[src/rtl/logic_unit_scheduler.sv]
// Round-robin scheduler sharing one fixed-latency logic evaluation unit among NREQ requesters.
// Tags ride a LAT-deep pipeline alongside the unit so each result is routed back to its issuer.
module logic_unit_scheduler #(
  parameter int unsigned NREQ = 4,
  parameter int unsigned LAT  = 2,
  parameter int unsigned CNTW = 16
) (
  input  logic                clk,
  input  logic                rst,
  input  logic                en,
  input  logic [NREQ-1:0]     req_valid,
  input  logic [4*NREQ-1:0]   req_data,
  output logic [NREQ-1:0]     req_ready,
  output logic [3:0]          unit_in,
  output logic                unit_launch,
  input  logic [5:0]          unit_out,
  output logic [NREQ-1:0]     rsp_valid,
  output logic [5:0]          rsp_data,
  output logic                busy,
  output logic [CNTW-1:0]     issue_count
);

  localparam int unsigned IdW = $clog2(NREQ);
  typedef logic [IdW-1:0] id_t;

  id_t                ptr_q, ptr_d;
  logic [LAT-1:0]     stg_vld_q, stg_vld_d;
  id_t  [LAT-1:0]     stg_id_q, stg_id_d;
  logic [NREQ-1:0]    rsp_valid_q, rsp_valid_d;
  logic [5:0]         rsp_data_q, rsp_data_d;
  logic [CNTW-1:0]    cnt_q, cnt_d;

  logic               grant_vld;
  id_t                grant_id;
  logic [NREQ-1:0]    grant_oh;
  logic               xfer;
  int unsigned        idx;

  // Scan requesters starting at the pointer; first valid one wins.
  always_comb begin
    grant_vld = 1'b0;
    grant_id  = '0;
    idx       = 0;
    for (int unsigned k = 0; k < NREQ; k++) begin
      idx = (int'(ptr_q) + k) % NREQ;
      if (!grant_vld && req_valid[idx]) begin
        grant_vld = 1'b1;
        grant_id  = id_t'(idx);
      end
    end
  end

  always_comb begin
    grant_oh = '0;
    for (int unsigned i = 0; i < NREQ; i++) begin
      grant_oh[i] = grant_vld && (grant_id == id_t'(i)) && en && !rst;
    end
  end

  assign req_ready   = grant_oh;
  assign xfer        = |grant_oh;
  assign unit_launch = xfer;

  always_comb begin
    unit_in = '0;
    for (int unsigned i = 0; i < NREQ; i++) begin
      if (grant_oh[i]) unit_in = req_data[4*i +: 4];
    end
  end

  always_comb begin
    ptr_d = ptr_q;
    if (xfer) ptr_d = id_t'((int'(grant_id) + 1) % NREQ);
  end

  always_comb begin
    stg_vld_d    = stg_vld_q;
    stg_id_d     = stg_id_q;
    stg_vld_d[0] = xfer;
    stg_id_d[0]  = grant_id;
    for (int unsigned s = 1; s < LAT; s++) begin
      stg_vld_d[s] = stg_vld_q[s-1];
      stg_id_d[s]  = stg_id_q[s-1];
    end
  end

  // The last tag stage lines up with unit_out being valid.
  always_comb begin
    rsp_valid_d = '0;
    rsp_data_d  = rsp_data_q;
    if (stg_vld_q[LAT-1]) begin
      rsp_data_d = unit_out;
      for (int unsigned i = 0; i < NREQ; i++) begin
        rsp_valid_d[i] = (stg_id_q[LAT-1] == id_t'(i));
      end
    end
  end

  always_comb begin
    cnt_d = cnt_q;
    if (xfer && (cnt_q != {CNTW{1'b1}})) cnt_d = cnt_q + 1'b1;
  end

  always_ff @(posedge clk) begin
    if (rst) begin
      ptr_q       <= '0;
      stg_vld_q   <= '0;
      stg_id_q    <= '0;
      rsp_valid_q <= '0;
      rsp_data_q  <= '0;
      cnt_q       <= '0;
    end else begin
      ptr_q       <= ptr_d;
      stg_vld_q   <= stg_vld_d;
      stg_id_q    <= stg_id_d;
      rsp_valid_q <= rsp_valid_d;
      rsp_data_q  <= rsp_data_d;
      cnt_q       <= cnt_d;
    end
  end

  assign rsp_valid   = rsp_valid_q;
  assign rsp_data    = rsp_data_q;
  assign busy        = (|stg_vld_q) | (|rsp_valid_q);
  assign issue_count = cnt_q;

endmodule

[config.mk]
export PLATFORM = sky130hd
export DESIGN_NAME = logic_unit_scheduler
export DESIGN_NICKNAME = d
export VERILOG_FILES = /design/src/rtl/logic_unit_scheduler.sv
export SDC_FILE = /design/constraint.sdc
export NUM_CORES = 1
export LEC_CHECK = 0
export BUFFER_PORTS_ARGS = -buffer_cell sky130_fd_sc_hd__buf_2
export CAP_MARGIN = 20
export CORE_AREA = 2 2 75 91
export DETAILED_ROUTE_END_ITERATION = 8
export DIE_AREA = 0 0 77 93
export GPL_ROUTABILITY_DRIVEN = 0
export PLACE_DENSITY = 0.58
export SYNTH_ARGS = -nofsm -noshare
export SYNTH_HDL_FRONTEND = slang
export SYNTH_SLANG_ARGS = --single-unit
[constraint.sdc]
create_clock -name clk -period 3.41 [get_ports clk]
set_input_delay 0.341 -clock clk [delete_from_list [all_inputs] [get_ports clk]]
set_output_delay 0.341 -clock clk [all_outputs]
set_load 0.005 [all_outputs]
==> results.toml, run 1 <==
[global_routing]
antenna_found_initial = 0
track_usage = 0.127
grt.overflow.total = 0
grt_use_met3 = 0.0405
met1_usage = 0.152
use_met2 = 0.216
grt_pass1_vias = 1645
grt_max_degree = 30
top_usage_layer = "met2"
grt_pass1_wl_um = 7470

[power_and_ir_drop]
vdd_drop_max_mv = 0.127
power.density_nw_per_um2 = 379
p_leak_nw = 0.986

[clock_tree]
clk_pin_slew_ns = 0.07
cts_tree = "done"
cts_buffers = 5
holdBufCountCts = 0
clkLatencyLatePin_ns = 0.28
cts.sinks = 34
cts_setup_buffers = 0
cts_root_buf = "clkbuf_8"
cts-htree-levels = 2
clockBufferDepth = 2
cts_resized = 0

[critical_path]
crit_path_top_delay_cell = "dfxtp_1"
cp_max_fo = 18
reg2reg_from = "ptr_q[1]$_SDFFE_PP0P_"
path_buf_inv = 3
cp.required_ns = 3.07
regToRegSetupSlack_ns = 0.43
crit_start = "ptr_q[1]$_SDFFE_PP0P_"
cp_slowest_stage_delay_ns = 0.49
end_kind = "output port"
crit_arrival_ns = 2.75
critPathKind = "flop to output port"
crit_family = "simple AND/OR/NAND/NOR gates"
cp-start-kind = "flop"
crit_chain = "mux2i_1, nor2_1, or3_1, inv_1, ha_1, nor2_1, o21a_1, a21o_4, inv_1, buf_2"

[final_layout]
fin_area_um2 = 2300
drive_above_1_share = 0.294
final_cells = 367
fin_nets = 314
area_delta_synth_final_pct = 25.5
n_antenna_cell = 0

[timing]
period_minus_slack_ns = 3.09
setup_viol = 0
slew_viol_final = 0
slew_headroom = 0.616
worst_slack_ns = 0.321
rsz0062_at_grt = "false"
fin_setup_tns_ns = 0
hold_violations = 0
skew_ns = 0.00670
worst_pin_slew_ns = 0.576
min_period_over_period = 0.906
fmax_mhz = 324

[floorplanning]
dieArea_um2 = 7160
num_io_pins = 65
std_cell_rows = 32
die_h_um = 93
core_area_um2 = 6330
start_util = 0.289
die_x_um = 77

[yosys]
synth_cells = 220
synth_ff_type = "dfxtp_1"
synth_edf_count = 0
syn-mean-instance-area_um2 = 8.31
yosysMostFrequentCell = "dfxtp_1"
syn-num-nets = 252
yosys-top-cells-count = "34 x dfxtp_1, 26 x nor2_1, 12 x a21oi_1, 12 x nand2_1"
synth_top_area_share = 0.372
yosysWarnings = 0
synth.distinct_cells = 47
synthArstFlopShare = 0
seq_area_frac_synth = 0.372
syn_area_um2 = 1830
synthTopCellsByArea = "dfxtp_1 37%, nor2_1 5.3%, mux2i_1 4.4%"
yosysTopAreaCell = "dfxtp_1"
synth_seq_cells = 34

[placed_design]
placed_area_um2 = 2210
post-dp-hpwl_um = 3310
io_buffers = 64
pre_cts_ws_ns = 0.317
numPlacedInstances = 360

[detailed_routing]
drc = 0
wl_per_cell_um = 12.2
detail_route.first_pass.iterations = 4
drtIter0Drc = 44
vias = 1822
drt_wl_total_um = 4480
avgViaCountPerCell = 4.96
ant_nets = 0

[job]
maxCapViolCount = 0

[run_status]
outcome = "complete, no violations"

[worst_hold_path]
hold_start = "unit_out[0]"
min_path_type = "primary input to flop"
## per-layer routing
layer / up-vias / wire [um]
li1: 934 / -
met1: 832 / 2030
met2: 52 / 2110
met3: 4 / 312
met4: 0 / 33
met5: - / 0
## cell type report
type / instances / area [um^2]
Timing Repair Buffer: 67 / 343
Inverter: 10 / 37.5
Tap cell: 85 / 106
Sequential cell: 34 / 681
Multi-Input combinational cell: 164 / 1050
Clock buffer: 7 / 76.3
Fill cell: 705 / 4030
## logic make-up (layout without fill, tap and decap cells)
group / Yosys count / in the layout / synth area share
AO/OA/AOI/OAI: 52 / 52 / 0.186
buffers and inverters: 22 / 84 / 0.0568
AND/OR/NAND/NOR: 98 / 98 / 0.302
adder cells (fa/ha/maj): 3 / 3 / 0.0205
multiplexers: 11 / 11 / 0.0622
flip-flops: 34 / 34 / 0.372
## placed cells by master, fill, tap and decap left out, types with 2 or more instances in the layout
cell type and n:
or4_1 10, or3_1 3, clkbuf_1 2, buf_4 3, nand4_2 2, and2_1 2
o31ai_1 4, nand2_1 12, o21ai_0 10, o21ai_1 3, nand2b_1 6, and3_1 2
dfxtp_1 34, clkbuf_8 5, o2bb2ai_1 4, nor3_1 6, mux2_2 3, mux2i_1 8
buf_2 64, inv_1 10, nand4_1 5, nor3_2 2, a21oi_1 12, nor2b_1 7
nor4_1 4, a211oi_1 2, nand3_1 4, ha_1 3, a21boi_0 3, nor2_1 26
o41ai_1 2, o311ai_0 4
## power by group
group / internal, mW / total [mW] / leakage [nW] / switching, mW
registers: 0.412 / 0.430 / 0.276 / 0.0181
clock network: 0.140 / 0.272 / 0.0383 / 0.132
logic: 0.0741 / 0.168 / 0.672 / 0.0937
## sequential cells by signal (all words and copies together) (netlist names)
signal / flops
issue_count: 16
rsp_data: 6
rsp_valid: 4
ptr_q: 2
stg_id_d: 2
stg_id_q: 2
stg_vld_q: 2
## worst paths after layout
path,cells after the start,to
worst min-delay path,3,rsp_data[0]$_SDFFE_PP0P_
worst min register to register,1,stg_id_q[3]$_SDFF_PP0_
worst max register to register,10,issue_count[7]$_SDFFE_PP0P_
worst max-delay path,10,unit_launch
## through the flow
stage,utilization,total power [mW],hold slack [ns]
after floorplan,-,0.547,0.414
after global placement,0.350,0.603,0.424
after detailed placement,0.350,0.605,0.427
after CTS,0.362,0.887,0.296
after global routing,0.363,0.926,0.306
final,0.363,0.870,0.305
## worst reg2reg max path, delay by kind of cell, from the launching register on
kind,cells,cell delay [ns]
fa+ha+maj,1,0.30
mux,2,0.60
simple gates,4,0.98
compound gates,2,0.40
flops,1,0.49
buf+inv,1,0.10
Power figures use the tool's default switching activity.
==> run 2, diff against run 1 <==
--- a/config.mk
+++ b/config.mk
@@ -12,6 +12,7 @@
 export DIE_AREA = 0 0 77 93
 export GPL_ROUTABILITY_DRIVEN = 0
 export PLACE_DENSITY = 0.58
+export RECOVER_POWER = 25
 export SYNTH_ARGS = -nofsm -noshare
 export SYNTH_HDL_FRONTEND = slang
 export SYNTH_SLANG_ARGS = --single-unit
==> results.toml, run 2 (synthesis results as in run 1) <==
[run_status]
outcome = "complete, no violations"

[global_routing]
antenna_found_initial = 0
grt_use_met3 = 0.0405
grt.overflow.total = 0
use_met2 = 0.216
top_usage_layer = "met2"
grt_pass1_wl_um = 7470
track_usage = 0.127
grt_pass1_vias = 1645
met1_usage = 0.152
grt_max_degree = 30

[clock_tree]
cts_tree = "done"
clkLatencyLatePin_ns = 0.28
clk_pin_slew_ns = 0.07
cts_root_buf = "clkbuf_8"
cts-htree-levels = 2
clockBufferDepth = 2
cts.sinks = 34
cts_buffers = 5

[final_layout]
drive_above_1_share = 0.280
mostFrequentLayoutCells = "61 x buf_2, 34 x dfxtp_1, 26 x nor2_1, 12 x nand2_1, 12 x a21oi_1"
fin_nets = 314
area_delta_synth_final_pct = 25.1
n_antenna_cell = 0
fin_area_um2 = 2290
final_common_cell = "buf_2"
fillerInstances = 709
largest_reg_flops = 16

[power_and_ir_drop]
sw_frac_of_total = 0.281
p_leak_nw = 0.971
power.switching_mw = 0.244
intPower_mw = 0.626
seqPwrFrac = 0.494
clock_power_share = 0.314
power_mw = 0.870
combinationalPowerShare = 0.192
power.density_nw_per_um2 = 380
vdd_drop_max_mv = 0.127

[detailed_routing]
drc = 0
drtIter0Drc = 41
ant_nets = 0
vias = 1803
detail_route.first_pass.iterations = 4
drt_wl_total_um = 4500
avgViaCountPerCell = 4.91
wl_per_cell_um = 12.3

[placed_design]
placed_area_um2 = 2210
io_buffers = 64
pre_cts_ws_ns = 0.317
post-dp-hpwl_um = 3310

[timing]
rsz0062_at_grt = "false"
fmax_mhz = 324
worst_pin_slew_ns = 1.26
slew_viol_final = 0
min_period_over_period = 0.906
slew_headroom = 0.162
worst_slack_ns = 0.320
setup_viol = 0
period_minus_slack_ns = 3.09
skew_ns = 0.00749
holdWs_ns = 0.305
fin_setup_tns_ns = 0
hold_violations = 0

[floorplanning]
start_util = 0.289
std_cell_rows = 32
die_x_um = 77
core_area_um2 = 6330
die_h_um = 93
dieArea_um2 = 7160
num_io_pins = 65

[worst_hold_path]
min_path_type = "primary input to flop"
whs_path_depth = 3

[critical_path]
reg2reg_depth = 10
cp.required_ns = 3.07
reg2reg_from = "ptr_q[1]$_SDFFE_PP0P_"
cp_max_fo = 18
crit_end = "unit_launch"
r2r_end = "issue_count[7]$_SDFFE_PP0P_"
cp-start-kind = "flop"
critPathKind = "flop to output port"
regToRegSetupSlack_ns = 0.42
crit_arrival_ns = 2.75
end_kind = "output port"
crit_start = "ptr_q[1]$_SDFFE_PP0P_"

[job]
maxCapViolCount = 0
==> run 2: changes by cell type in the layout (fill, tap and decap cells not counted), sizes merged <==
cell / previous run / this run
buf: 67 / 63
clkbuf: 7 / 11
==> run 2: timing repair <==
item                                    4_1_cts  5_1_grt
hold endpoints to repair                      0        0
hold buffers                                  0        0
buffers inserted                              0        0
gates resized for setup                       0        2
endpoints found under the setup margin        0        1
==> run 2: worst min-delay path by stage <==
stage | start | endpoint | slack (ns)
2_1_floorplan | stg_id_d[2]$_SDFF_PP0_ | stg_id_q[2]$_SDFF_PP0_ | 0.41
3_3_place_gp | stg_id_d[3]$_SDFF_PP0_ | stg_id_q[3]$_SDFF_PP0_ | 0.42
3_5_place_dp | stg_id_d[3]$_SDFF_PP0_ | stg_id_q[3]$_SDFF_PP0_ | 0.43
4_1_cts | unit_out[0] | rsp_data[0]$_SDFFE_PP0P_ | 0.30
5_1_grt | unit_out[2] | rsp_data[2]$_SDFFE_PP0P_ | 0.31
6_report | unit_out[2] | rsp_data[2]$_SDFFE_PP0P_ | 0.30
==> run 2: area by class of cell <==
| type | count | area [um^2] | area share |
|---|---|---|---|
| multi-input combinational | 164 | 1050 | 0.460 |
| timing repair buffer | 67 | 335 | 0.147 |
| clock buffer | 7 | 76.3 | 0.0334 |
| sequential | 34 | 681 | 0.297 |
| tap | 85 | 106 | 0.0465 |
| inverter | 10 | 37.5 | 0.0164 |
==> run 2: per-layer routing <==
metal	wire length [um]	share of wire	up-vias
met3	310	0.069	4
met5	0	0	-
met1	2070	0.46	823
li1	-	-	930
met2	2090	0.46	46
met4	33	0.0073	0
==> run 2: power by group through the flow <==
stage / combinational (mW) / sequential (mW) / clock [mW]
floorplan: 0.116 / 0.431 / 0
global placement: 0.164 / 0.439 / 0
detailed placement: 0.166 / 0.439 / 0
CTS: 0.167 / 0.430 / 0.290
global route: 0.192 / 0.432 / 0.301
finish: 0.167 / 0.430 / 0.273
==> run 2: worst max-delay path, cell delays in order (launching register included) <==
cell     delay (ns)
dfxtp_1        0.49
mux2i_1        0.24
nor2_1         0.05
or3_1          0.48
inv_1          0.10
ha_1           0.30
nor2_1         0.13
o21a_1         0.13
a21o_4         0.27
inv_1          0.14
buf_2          0.14
==> run 2: stage by stage <==
stage | cells | util
global route | 367 | 0.362
CTS | 367 | 0.362
detailed placement | 360 | 0.350
floorplan | 220 | -
finish | 367 | 0.362
global placement | 360 | 0.350
==> run 3, diff against run 2 <==
--- a/config.mk
+++ b/config.mk
@@ -5,7 +5,7 @@
 export SDC_FILE = /design/constraint.sdc
 export NUM_CORES = 1
 export LEC_CHECK = 0
-export BUFFER_PORTS_ARGS = -buffer_cell sky130_fd_sc_hd__buf_2
+export BUFFER_PORTS_ARGS = -buffer_cell sky130_fd_sc_hd__buf_4
 export CAP_MARGIN = 20
 export CORE_AREA = 2 2 75 91
 export DETAILED_ROUTE_END_ITERATION = 8
==> results.toml, run 3 (synthesis results as in run 1) <==
[global_routing]
use_met2 = 0.228
track_usage = 0.133
grt_max_degree = 31
met1_usage = 0.164
antenna_found_initial = 0
grt_pass1_wl_um = 7870
grt.overflow.total = 0
top_usage_layer = "met2"
grt_pass1_vias = 1711
grt_use_met3 = 0.0415

[floorplanning]
std_cell_rows = 32
num_io_pins = 65
die_x_um = 77
start_util = 0.289
die_h_um = 93
core_area_um2 = 6330
dieArea_um2 = 7160

[final_layout]
final_common_cell = "buf_4"
fin_nets = 314
final_cells = 368
fin_area_um2 = 2470
area_delta_synth_final_pct = 34.8
post-route-util = 0.390
largest_reg_flops = 16
drive_above_1_share = 0.304
n_antenna_cell = 0
mostFrequentLayoutCells = "58 x buf_4, 33 x dfxtp_1, 26 x nor2_1, 12 x nand2_1, 12 x a21oi_1"

[timing]
rsz0062_at_grt = "false"
skew_ns = 0.00773
slew_headroom = 0.135
fmax_mhz = 324
slew_viol_final = 0
setup_viol = 0
min_period_over_period = 0.905
period_minus_slack_ns = 3.08
worst_pin_slew_ns = 1.30
worst_slack_ns = 0.325
hold_violations = 0
fin_setup_tns_ns = 0
holdWs_ns = 0.294

[power_and_ir_drop]
combinationalPowerShare = 0.199
power_mw = 0.917
power.switching_mw = 0.253
power.density_nw_per_um2 = 372
p_leak_nw = 1.01
seqPwrFrac = 0.470
vdd_drop_max_mv = 0.133
sw_frac_of_total = 0.275
clock_power_share = 0.331
intPower_mw = 0.664

[critical_path]
crit_path_top_delay_cell = "or3_1"
crit_family = "simple AND/OR/NAND/NOR gates"
crit_top_cell = "nor2_1"
path_buf_inv = 2
cp.required_ns = 3.07
reg2reg_from = "ptr_q[1]$_SDFFE_PP0P_"
reg2reg_depth = 10
cp_max_fo = 17
cp-start-kind = "flop"
crit_arrival_ns = 2.74
r2r_end = "issue_count[7]$_SDFFE_PP0P_"
regToRegSetupSlack_ns = 0.59
crit_chain = "mux2i_1, nor2_1, or3_1, ha_1, nor2_1, o21a_1, a21o_2, inv_1, buf_4"
critPathKind = "flop to output port"
cp_slowest_stage_delay_ns = 0.49
end_kind = "output port"

[job]
maxCapViolCount = 0

[detailed_routing]
drt_wl_total_um = 4590
drtIter0Drc = 71
drc = 0
detail_route.first_pass.iterations = 4
wl_per_cell_um = 12.5
avgViaCountPerCell = 4.96
vias = 1825
ant_nets = 0

[placed_design]
io_buffers = 64
post-dp-hpwl_um = 3380
pre_cts_ws_ns = 0.345
placed_area_um2 = 2370
numPlacedInstances = 360

[worst_hold_path]
hold_path_end = "rsp_data[3]$_SDFFE_PP0P_"
hold_start = "unit_out[3]"
whs_path_depth = 3
min_path_type = "primary input to flop"

[clock_tree]
clockBufferDepth = 2
cts_tree = "done"
cts_buffers = 5
clkLatencyLatePin_ns = 0.28
clk_pin_slew_ns = 0.07
cts.sinks = 34
holdBufCountCts = 0
cts_root_buf = "clkbuf_8"
cts-htree-levels = 2

[run_status]
outcome = "complete, no violations"
[run 3: layer usage]
layer	share of wire	wire length, um	vias up
met1	0.46	2120	834
li1	-	-	932
met5	0	0	-
met2	0.47	2150	57
met3	0.066	301	2
met4	0.0044	20	0
[run 3: worst max-delay path by stage]
stage                     startpoint                          end  depth (start not counted)
2_1_floorplan  ptr_q[1]$_SDFFE_PP0P_  issue_count[7]$_SDFFE_PP0P_                         14
3_3_place_gp   ptr_q[1]$_SDFFE_PP0P_                  unit_launch                          9
3_5_place_dp   ptr_q[1]$_SDFFE_PP0P_                  unit_launch                          9
4_1_cts        ptr_q[1]$_SDFFE_PP0P_                  unit_launch                          9
5_1_grt                          rst                  unit_launch                          6
6_report       ptr_q[1]$_SDFFE_PP0P_                  unit_launch                          9
[run 3: worst min-delay path, cell delays in order]
cell	delay, ns
buf_4	0.08
mux2i_1	0.05
nor2_1	0.07
[run 3: cell type report]
class                      count  area (um^2)
fill                         681         3860
inverter                      10         37.5
sequential                    34          682
timing repair buffer          67          499
tap                           85          106
clock inverter                 2         12.5
multi-input combinational    164         1050
clock buffer                   6         82.6
[run 3: what timing repair did]
action | 4_1_cts | 5_1_grt
setup buffers | 0 | 0
resized for setup | 0 | 2
setup endpoints to repair | 0 | 1
[run 3: power by group through the flow]
stage | registers [mW] | logic (mW) | clock network (mW)
global placement | 0.439 | 0.184 | 0
finish | 0.431 | 0.182 | 0.304
global route | 0.434 | 0.209 | 0.336
detailed placement | 0.440 | 0.184 | 0
floorplan | 0.431 | 0.116 | 0
CTS | 0.431 | 0.184 | 0.318
